File: config.mk
export PLATFORM = sky130hd
export DESIGN_NAME = spi_sclk_ctrl
export DESIGN_NICKNAME = d
export VERILOG_FILES = /design/src/rtl/spi_pkg.sv /design/src/rtl/spi_half_period_cnt.sv /design/src/rtl/spi_sclk_ctrl.sv
export SDC_FILE = /design/constraint.sdc
export NUM_CORES = 1
export LEC_CHECK = 0
export CAP_MARGIN = 20
export CELL_PAD_IN_SITES_DETAIL_PLACEMENT = 1
export CELL_PAD_IN_SITES_GLOBAL_PLACEMENT = 1
export CORE_ASPECT_RATIO = 1.25
export CORE_MARGIN = 4
export CORE_UTILIZATION = 41
export DETAILED_ROUTE_END_ITERATION = 7
export HOLD_SLACK_MARGIN = 0.03
export PLACE_DENSITY = 0.88
export SETUP_SLACK_MARGIN = 0.15
export SYNTH_ARGS = -nofsm -noshare
export SYNTH_HDL_FRONTEND = slang
export SYNTH_SLANG_ARGS = --single-unit
export TNS_END_PERCENT = 100
File: constraint.sdc
create_clock -name i_clk_sys -period 2.7 [get_ports i_clk_sys]
set_clock_uncertainty 0.2 [all_clocks]
set_input_delay 0.54 -clock i_clk_sys [delete_from_list [all_inputs] [get_ports i_clk_sys]]
set_output_delay 0.54 -clock i_clk_sys [all_outputs]
set_load 0.03 [all_outputs]
File: src/rtl/spi_pkg.sv
// -----------------------------------------------------------------------------
// spi_pkg
// Shared definitions for the SPI SCLK controller:
//   - state_e       : controller state enumeration (IDLE, SETUP, RUN, HOLD)
//   - DivWDefault   : default width of the half-period divide value
//   - NbWDefault    : default width of the bit-count value
// No ports (package).
// -----------------------------------------------------------------------------
package spi_pkg;

  localparam int unsigned DivWDefault = 8;
  localparam int unsigned NbWDefault  = 6;

  typedef enum logic [1:0] {
    StIdle  = 2'd0,
    StSetup = 2'd1,
    StRun   = 2'd2,
    StHold  = 2'd3
  } state_e;

endpackage

File: src/rtl/spi_half_period_cnt.sv
// -----------------------------------------------------------------------------
// spi_half_period_cnt
// Restartable programmable half-period counter. While enabled it counts
// 0..limit and raises tick for the cycle in which the count equals limit; the
// count restarts at 0 on the following cycle. Deasserting enable (or asserting
// rst) clears the count, so the next enabled cycle starts a fresh half period.
//
// Ports:
//   clk     in   clock
//   rst     in   synchronous active-high reset (also used as a restart)
//   enable  in   count enable
//   limit   in   DIV_W  terminal count (half period minus one)
//   tick    out  high while enabled and count == limit
// -----------------------------------------------------------------------------
module spi_half_period_cnt
  import spi_pkg::*;
#(
  parameter int unsigned DIV_W = DivWDefault
) (
  input  logic             clk,
  input  logic             rst,
  input  logic             enable,
  input  logic [DIV_W-1:0] limit,
  output logic             tick
);

  logic [DIV_W-1:0] cnt_q;

  assign tick = enable && (cnt_q == limit);

  always_ff @(posedge clk) begin
    if (rst || !enable) begin
      cnt_q <= '0;
    end else if (cnt_q == limit) begin
      cnt_q <= '0;
    end else begin
      cnt_q <= cnt_q + DIV_W'(1);
    end
  end

endmodule

File: src/rtl/spi_sclk_ctrl.sv
// -----------------------------------------------------------------------------
// spi_sclk_ctrl
// SPI master clock controller. On an accepted request it latches the divide,
// bit count, CPOL and CPHA, waits one half period (SETUP), produces 2N SCLK
// toggles spaced one half period apart (first toggle at the end of SETUP),
// idles SCLK at CPOL for one more half period (HOLD), then pulses o_done.
// o_sample_en / o_shift_en are registered pulses aligned with the SCLK edge on
// which data is sampled / shifted.
//
// Optional feature: define SPI_SCLK_CTRL_ABORT_EN to add i_abort. An abort in
// SETUP, RUN or HOLD forces SCLK to CPOL on the next cycle and (re)starts a
// full HOLD half period, after which o_done is pulsed.
//
// Ports:
//   i_clk_sys    in   system clock
//   i_rst        in   synchronous active-high reset
//   i_start      in   transfer request (sampled only in IDLE)
//   i_div        in   DIV_W  half period minus one, in i_clk_sys cycles
//   i_nbits      in   NB_W   bits per transfer (0 = request ignored)
//   i_cpol       in   SCLK idle level
//   i_cpha       in   0: sample on leading edge, 1: sample on trailing edge
//   i_abort      in   abort request (only with SPI_SCLK_CTRL_ABORT_EN)
//   o_sclk       out  registered SPI clock
//   o_busy       out  high from the cycle after acceptance through o_done
//   o_done       out  single-cycle end-of-transfer pulse
//   o_sample_en  out  single-cycle pulse on sample edges
//   o_shift_en   out  single-cycle pulse on shift edges
// -----------------------------------------------------------------------------
module spi_sclk_ctrl
  import spi_pkg::*;
#(
  parameter int unsigned DIV_W = DivWDefault,
  parameter int unsigned NB_W  = NbWDefault
) (
  input  logic             i_clk_sys,
  input  logic             i_rst,
  input  logic             i_start,
  input  logic [DIV_W-1:0] i_div,
  input  logic [NB_W-1:0]  i_nbits,
  input  logic             i_cpol,
  input  logic             i_cpha,
`ifdef SPI_SCLK_CTRL_ABORT_EN
  input  logic             i_abort,
`endif
  output logic             o_sclk,
  output logic             o_busy,
  output logic             o_done,
  output logic             o_sample_en,
  output logic             o_shift_en
);

  // One extra bit so 2*(2^NB_W-1) edges fit without wrapping.
  localparam int unsigned EdgeW = NB_W + 1;

  state_e             state_q;
  logic [DIV_W-1:0]   div_q;
  logic [NB_W-1:0]    nbits_q;
  logic               cpol_q;
  logic               cpha_q;
  logic [EdgeW-1:0]   edge_q;     // SCLK toggles already produced
  logic               sclk_q;
  logic               busy_q;
  logic               done_q;
  logic               sample_q;
  logic               shift_q;

  logic               tick;
  logic               abort;
  logic               cnt_en;
  logic               cnt_rst;
  logic [EdgeW-1:0]   last_idx;
  logic               last_edge;
  logic               leading_edge;

`ifdef SPI_SCLK_CTRL_ABORT_EN
  assign abort = i_abort && (state_q != StIdle);
`else
  assign abort = 1'b0;
`endif

  // The counter idles at zero outside a transfer; an abort restarts it so the
  // HOLD that follows is a full half period.
  assign cnt_en  = (state_q != StIdle);
  assign cnt_rst = i_rst || abort;

  spi_half_period_cnt #(
    .DIV_W (DIV_W)
  ) u_half_period_cnt (
    .clk    (i_clk_sys),
    .rst    (cnt_rst),
    .enable (cnt_en),
    .limit  (div_q),
    .tick   (tick)
  );

  // edge_q counts toggles done so far: the toggle about to happen is leading
  // when an even number have been produced, and final when 2N-1 have.
  assign last_idx     = {nbits_q, 1'b0} - EdgeW'(1);
  assign last_edge    = (edge_q == last_idx);
  assign leading_edge = ~edge_q[0];

  always_ff @(posedge i_clk_sys) begin
    if (i_rst) begin
      state_q  <= StIdle;
      div_q    <= '0;
      nbits_q  <= '0;
      cpol_q   <= 1'b0;
      cpha_q   <= 1'b0;
      edge_q   <= '0;
      sclk_q   <= 1'b0;
      busy_q   <= 1'b0;
      done_q   <= 1'b0;
      sample_q <= 1'b0;
      shift_q  <= 1'b0;
    end else begin
      done_q   <= 1'b0;
      sample_q <= 1'b0;
      shift_q  <= 1'b0;
      unique case (state_q)
        StIdle: begin
          // IDLE also covers the o_done cycle, so a held request restarts
          // immediately and o_busy stays high across back-to-back transfers.
          sclk_q <= i_cpol;
          busy_q <= 1'b0;
          if (i_start && (i_nbits != '0)) begin
            state_q <= StSetup;
            busy_q  <= 1'b1;
            div_q   <= i_div;
            nbits_q <= i_nbits;
            cpol_q  <= i_cpol;
            cpha_q  <= i_cpha;
            edge_q  <= '0;
          end
        end
        StSetup, StRun: begin
          if (abort) begin
            state_q <= StHold;
            sclk_q  <= cpol_q;
          end else if (tick) begin
            sclk_q <= ~sclk_q;
            edge_q <= edge_q + EdgeW'(1);
            if (leading_edge) begin
              sample_q <= ~cpha_q;
              shift_q  <= cpha_q;
            end else begin
              sample_q <= cpha_q;
              // With CPHA=0 there is nothing left to shift after the last bit.
              shift_q  <= ~cpha_q & ~last_edge;
            end
            state_q <= last_edge ? StHold : StRun;
          end
        end
        StHold: begin
          sclk_q <= cpol_q;
          if (!abort && tick) begin
            state_q <= StIdle;
            done_q  <= 1'b1;
          end
        end
        default: state_q <= StIdle;
      endcase
    end
  end

  assign o_sclk      = sclk_q;
  assign o_busy      = busy_q;
  assign o_done      = done_q;
  assign o_sample_en = sample_q;
  assign o_shift_en  = shift_q;

endmodule
==> impl_results.md <==
- Status: finished clean
- Worst path required time: 2.71 ns
- Initial drt markers: 68
- Area contributors post-synth: dfxtp_1 43%, xnor2_1 8.9%, mux2i_1 7.9%
- Min-delay src: u_half_period_cnt.cnt_q[0]$_SDFF_PP0_
- Routed length per instance: 15.49 microns
- Relative slew slack: 0.6803
- CP top delay family: simple AND/OR/NAND/NOR gates
- Internal cell power: 1.009 mW
- Setup CP Type: reg2reg
- Cell area after synthesis: 1780 sq um
- Port bufs: 23
- CTS resizes: 0
- Slowest-stage cell, CP: or4_1
- Post-DP HPWL: 3157 microns
- Die Ht: 81.68 microns
- Via count: 1,542
- Setup bufs post-CTS: 0
- Register Area: 760.7 sq um
- DRT Pass-1 Iters: 5
- Post-Syn Nets: 227
- Max capacitance violation total: 0
- Gr ovfl total: 0
- Initial Util: 0.4310
- Crit path max fanout: 5
- Post-route minimum period: 2.444 ns
- Total track usage: 0.1816
- Worst path max stage delay: 0.61 ns
- Routability cong.: 0.7215
- Area grow syn2layout: 24.38%
- R2r startpoint: state_q[1]$_SDFFE_PP0P_
- Clock Latency Late Sink: 0.30 ns
- Critical path arrival: 2.46 ns
- Met3 GRT Util: 0.04651
- Root buf cell: clkbuf_8
- Share of layout cells above drive strength 1: 0.06838
- Hold Fails Final Rpt: 0
- H-tree depth: 2
- R2R Setup Slk: 0.26 ns
- Ports: 24
- Net switching power: 417.2 uW
- Clock power frac: 0.343
- # setup viols final: 0
- RSZ-0062 raised after global routing: no
- VDD IR max: 0.0004276 V
- Post-synth top area share: 0.4273
- Worst-case clock buffer depth: 2
- Commonest non-fill, non-tap cell in the layout: dfxtp_1
- GR Util met1: 0.2024
- Most frequent cells in the layout: 38 x dfxtp_1, 32 x nor2_1, 23 x clkdlybuf4s50_1
- Site row count: 26
- Power share of the combinational group: 0.218
- Area of the multi-input gates: 962.2 sq um
- Switching part of the total: 0.2924
- CP startpoint kind: flip-flop
- Pin count of the biggest net entering global routing: 30
- CTS Buf Count: 5
- Final wirelength: 4493 microns
- Clock slew at reported path FFs: 0.08 ns
- TritonCTS clock tree: built
- Core ar.: 4131 sq um
- Cell variety after synth: 34
- Post-route setup TNS: 0 ns
- DRC Markers: 0
- Critical path, cell by cell: inv_1 > ha_1 > inv_1 > or4_1 > or3_1 > a221oi_1
- Sequential area share after synthesis: 0.4273
- Post-Syn Area per Cell: 8.771 sq um
- Fin nets: 257
- Worst-margin pin slew: 0.4735 ns
- Fillers: 500
- Clock sink count: 38
- Pins over their slew limit: 0
- N_diodes: 0
- Die width: 66.94 microns
- Final ANT Viol Nets: 0
- Via density: 5.317
- Cell Pwr Density: 644.2 nW/um^2
- Met2 usage: 0.3234
- Sequential power share: 0.439
- Worst path bufs/invs: 2
- Hold WC Path Type: reg2reg
- Vias in the first global route: 1,593
- Top Usage Layer GRT: met2
- Fmax: 409.1 MHz
- Most frequent cell on the critical path: inv_1
- Synth Warn #: 0
- Final worst path period share: 0.9054
- Initial antenna violation count: 0
- CP Launch Point: state_q[1]$_SDFFE_PP0P_
- Critical path endpoint category: flip-flop
- Synth area leader: dfxtp_1
- Synth Instances: 203
- Global-route wire length before repair: 7403 microns
- LEAKAGE: 0.8379 nW
- Hold_buf cts: 0
- Worst hold slack: 0.2920 ns
- Die footprint: 5467 sq um
- Synthesis-stage register bit count: 38
[stage by stage]
step | setup WS (ns) | power (mW) | instance area [sq um] | utilization | cells
finish | 0.2556 | 1.427 | 2215 | 0.5360 | 290
global placement | 0.06048 | 0.9258 | 2106 | 0.5097 | 282
global route | 0.1611 | 1.495 | 2215 | 0.5360 | 290
detailed placement | 0.02937 | 0.9421 | 2106 | 0.5097 | 282
floorplan | 0.4302 | 0.8326 | 1780 | - | 203
CTS | 0.2696 | 1.432 | 2215 | 0.5360 | 290
[path summary, 6_finish.rpt]
path,end,cells past startpoint
worst max-delay path,edge_q[3]$_SDFFE_PP0P_,6
worst min-delay path,u_half_period_cnt.cnt_q[0]$_SDFF_PP0_,1
worst max register to register,edge_q[3]$_SDFFE_PP0P_,6
worst min register to register,u_half_period_cnt.cnt_q[0]$_SDFF_PP0_,1
[registers in the layout (all words and copies together) (netlist names)]
signal,flops
div_q,8
o_shift_en,1
o_sclk,1
o_done,1
cpha_q,1
nbits_q,6
u_half_period_cnt.cnt_q,8
o_sample_en,1
edge_q,7
o_busy,1
cpol_q,1
state_q,2
[power groups by stage]
stage | Sequential, mW | Combinational, mW | Clock, mW
3_3_place_gp | 0.638 | 0.288 | 0
2_1_floorplan | 0.643 | 0.189 | 0
6_report | 0.627 | 0.310 | 0.489
4_1_cts | 0.628 | 0.312 | 0.493
3_5_place_dp | 0.640 | 0.303 | 0
5_1_grt | 0.632 | 0.339 | 0.523
[synth_stat cells (all sizes together)]
| library cell | number |
|---|---|
| dfxtp | 38 |
| nor2 | 32 |
| xnor2 | 18 |
| nand3 | 16 |
| mux2i | 14 |
| nand2 | 12 |
| a21oi | 10 |
| inv | 8 |
| clkbuf | 5 |
| ha | 5 |
| xor2 | 5 |
| a31oi | 4 |
| or4 | 4 |
| and3 | 3 |
| nor3 | 3 |
| nor3b | 3 |
| buf | 2 |
| nand3b | 2 |
| nand4 | 2 |
| nor2b | 2 |
| o21ai | 2 |
| o311ai | 2 |
| or3 | 2 |
| a211o | 1 |
| a211oi | 1 |
| a221oi | 1 |
| nand2b | 1 |
| o2111ai | 1 |
| o21a | 1 |
| o311a | 1 |
| o31ai | 1 |
| or2 | 1 |
[routing by layer]
layer	wire length [microns]	vias to the layer above
met5	0	-
met4	70	0
met3	220	5
met2	2251	43
met1	1951	736
li1	-	758
[logic make-up after synthesis]
kind of cell | share of synthesized area
flip-flops | 0.4273
adder cells (fa/ha/maj) | 0.03514
multiplexers | 0.07870
buffers and inverters | 0.03232
AND/OR/NAND/NOR | 0.2228
XOR/XNOR | 0.1131
AO/OA/AOI/OAI | 0.09066
[area by class of cell]
cell class | count | share of cell area
Multi-Input combinational cell | 150 | 0.4345
Clock inverter | 3 | 0.01808
Timing Repair Buffer | 30 | 0.1277
Clock buffer | 5 | 0.03107
Tap cell | 56 | 0.03164
Inverter | 8 | 0.01356
Sequential cell | 38 | 0.3435
(Power assumes the default switching activity.)
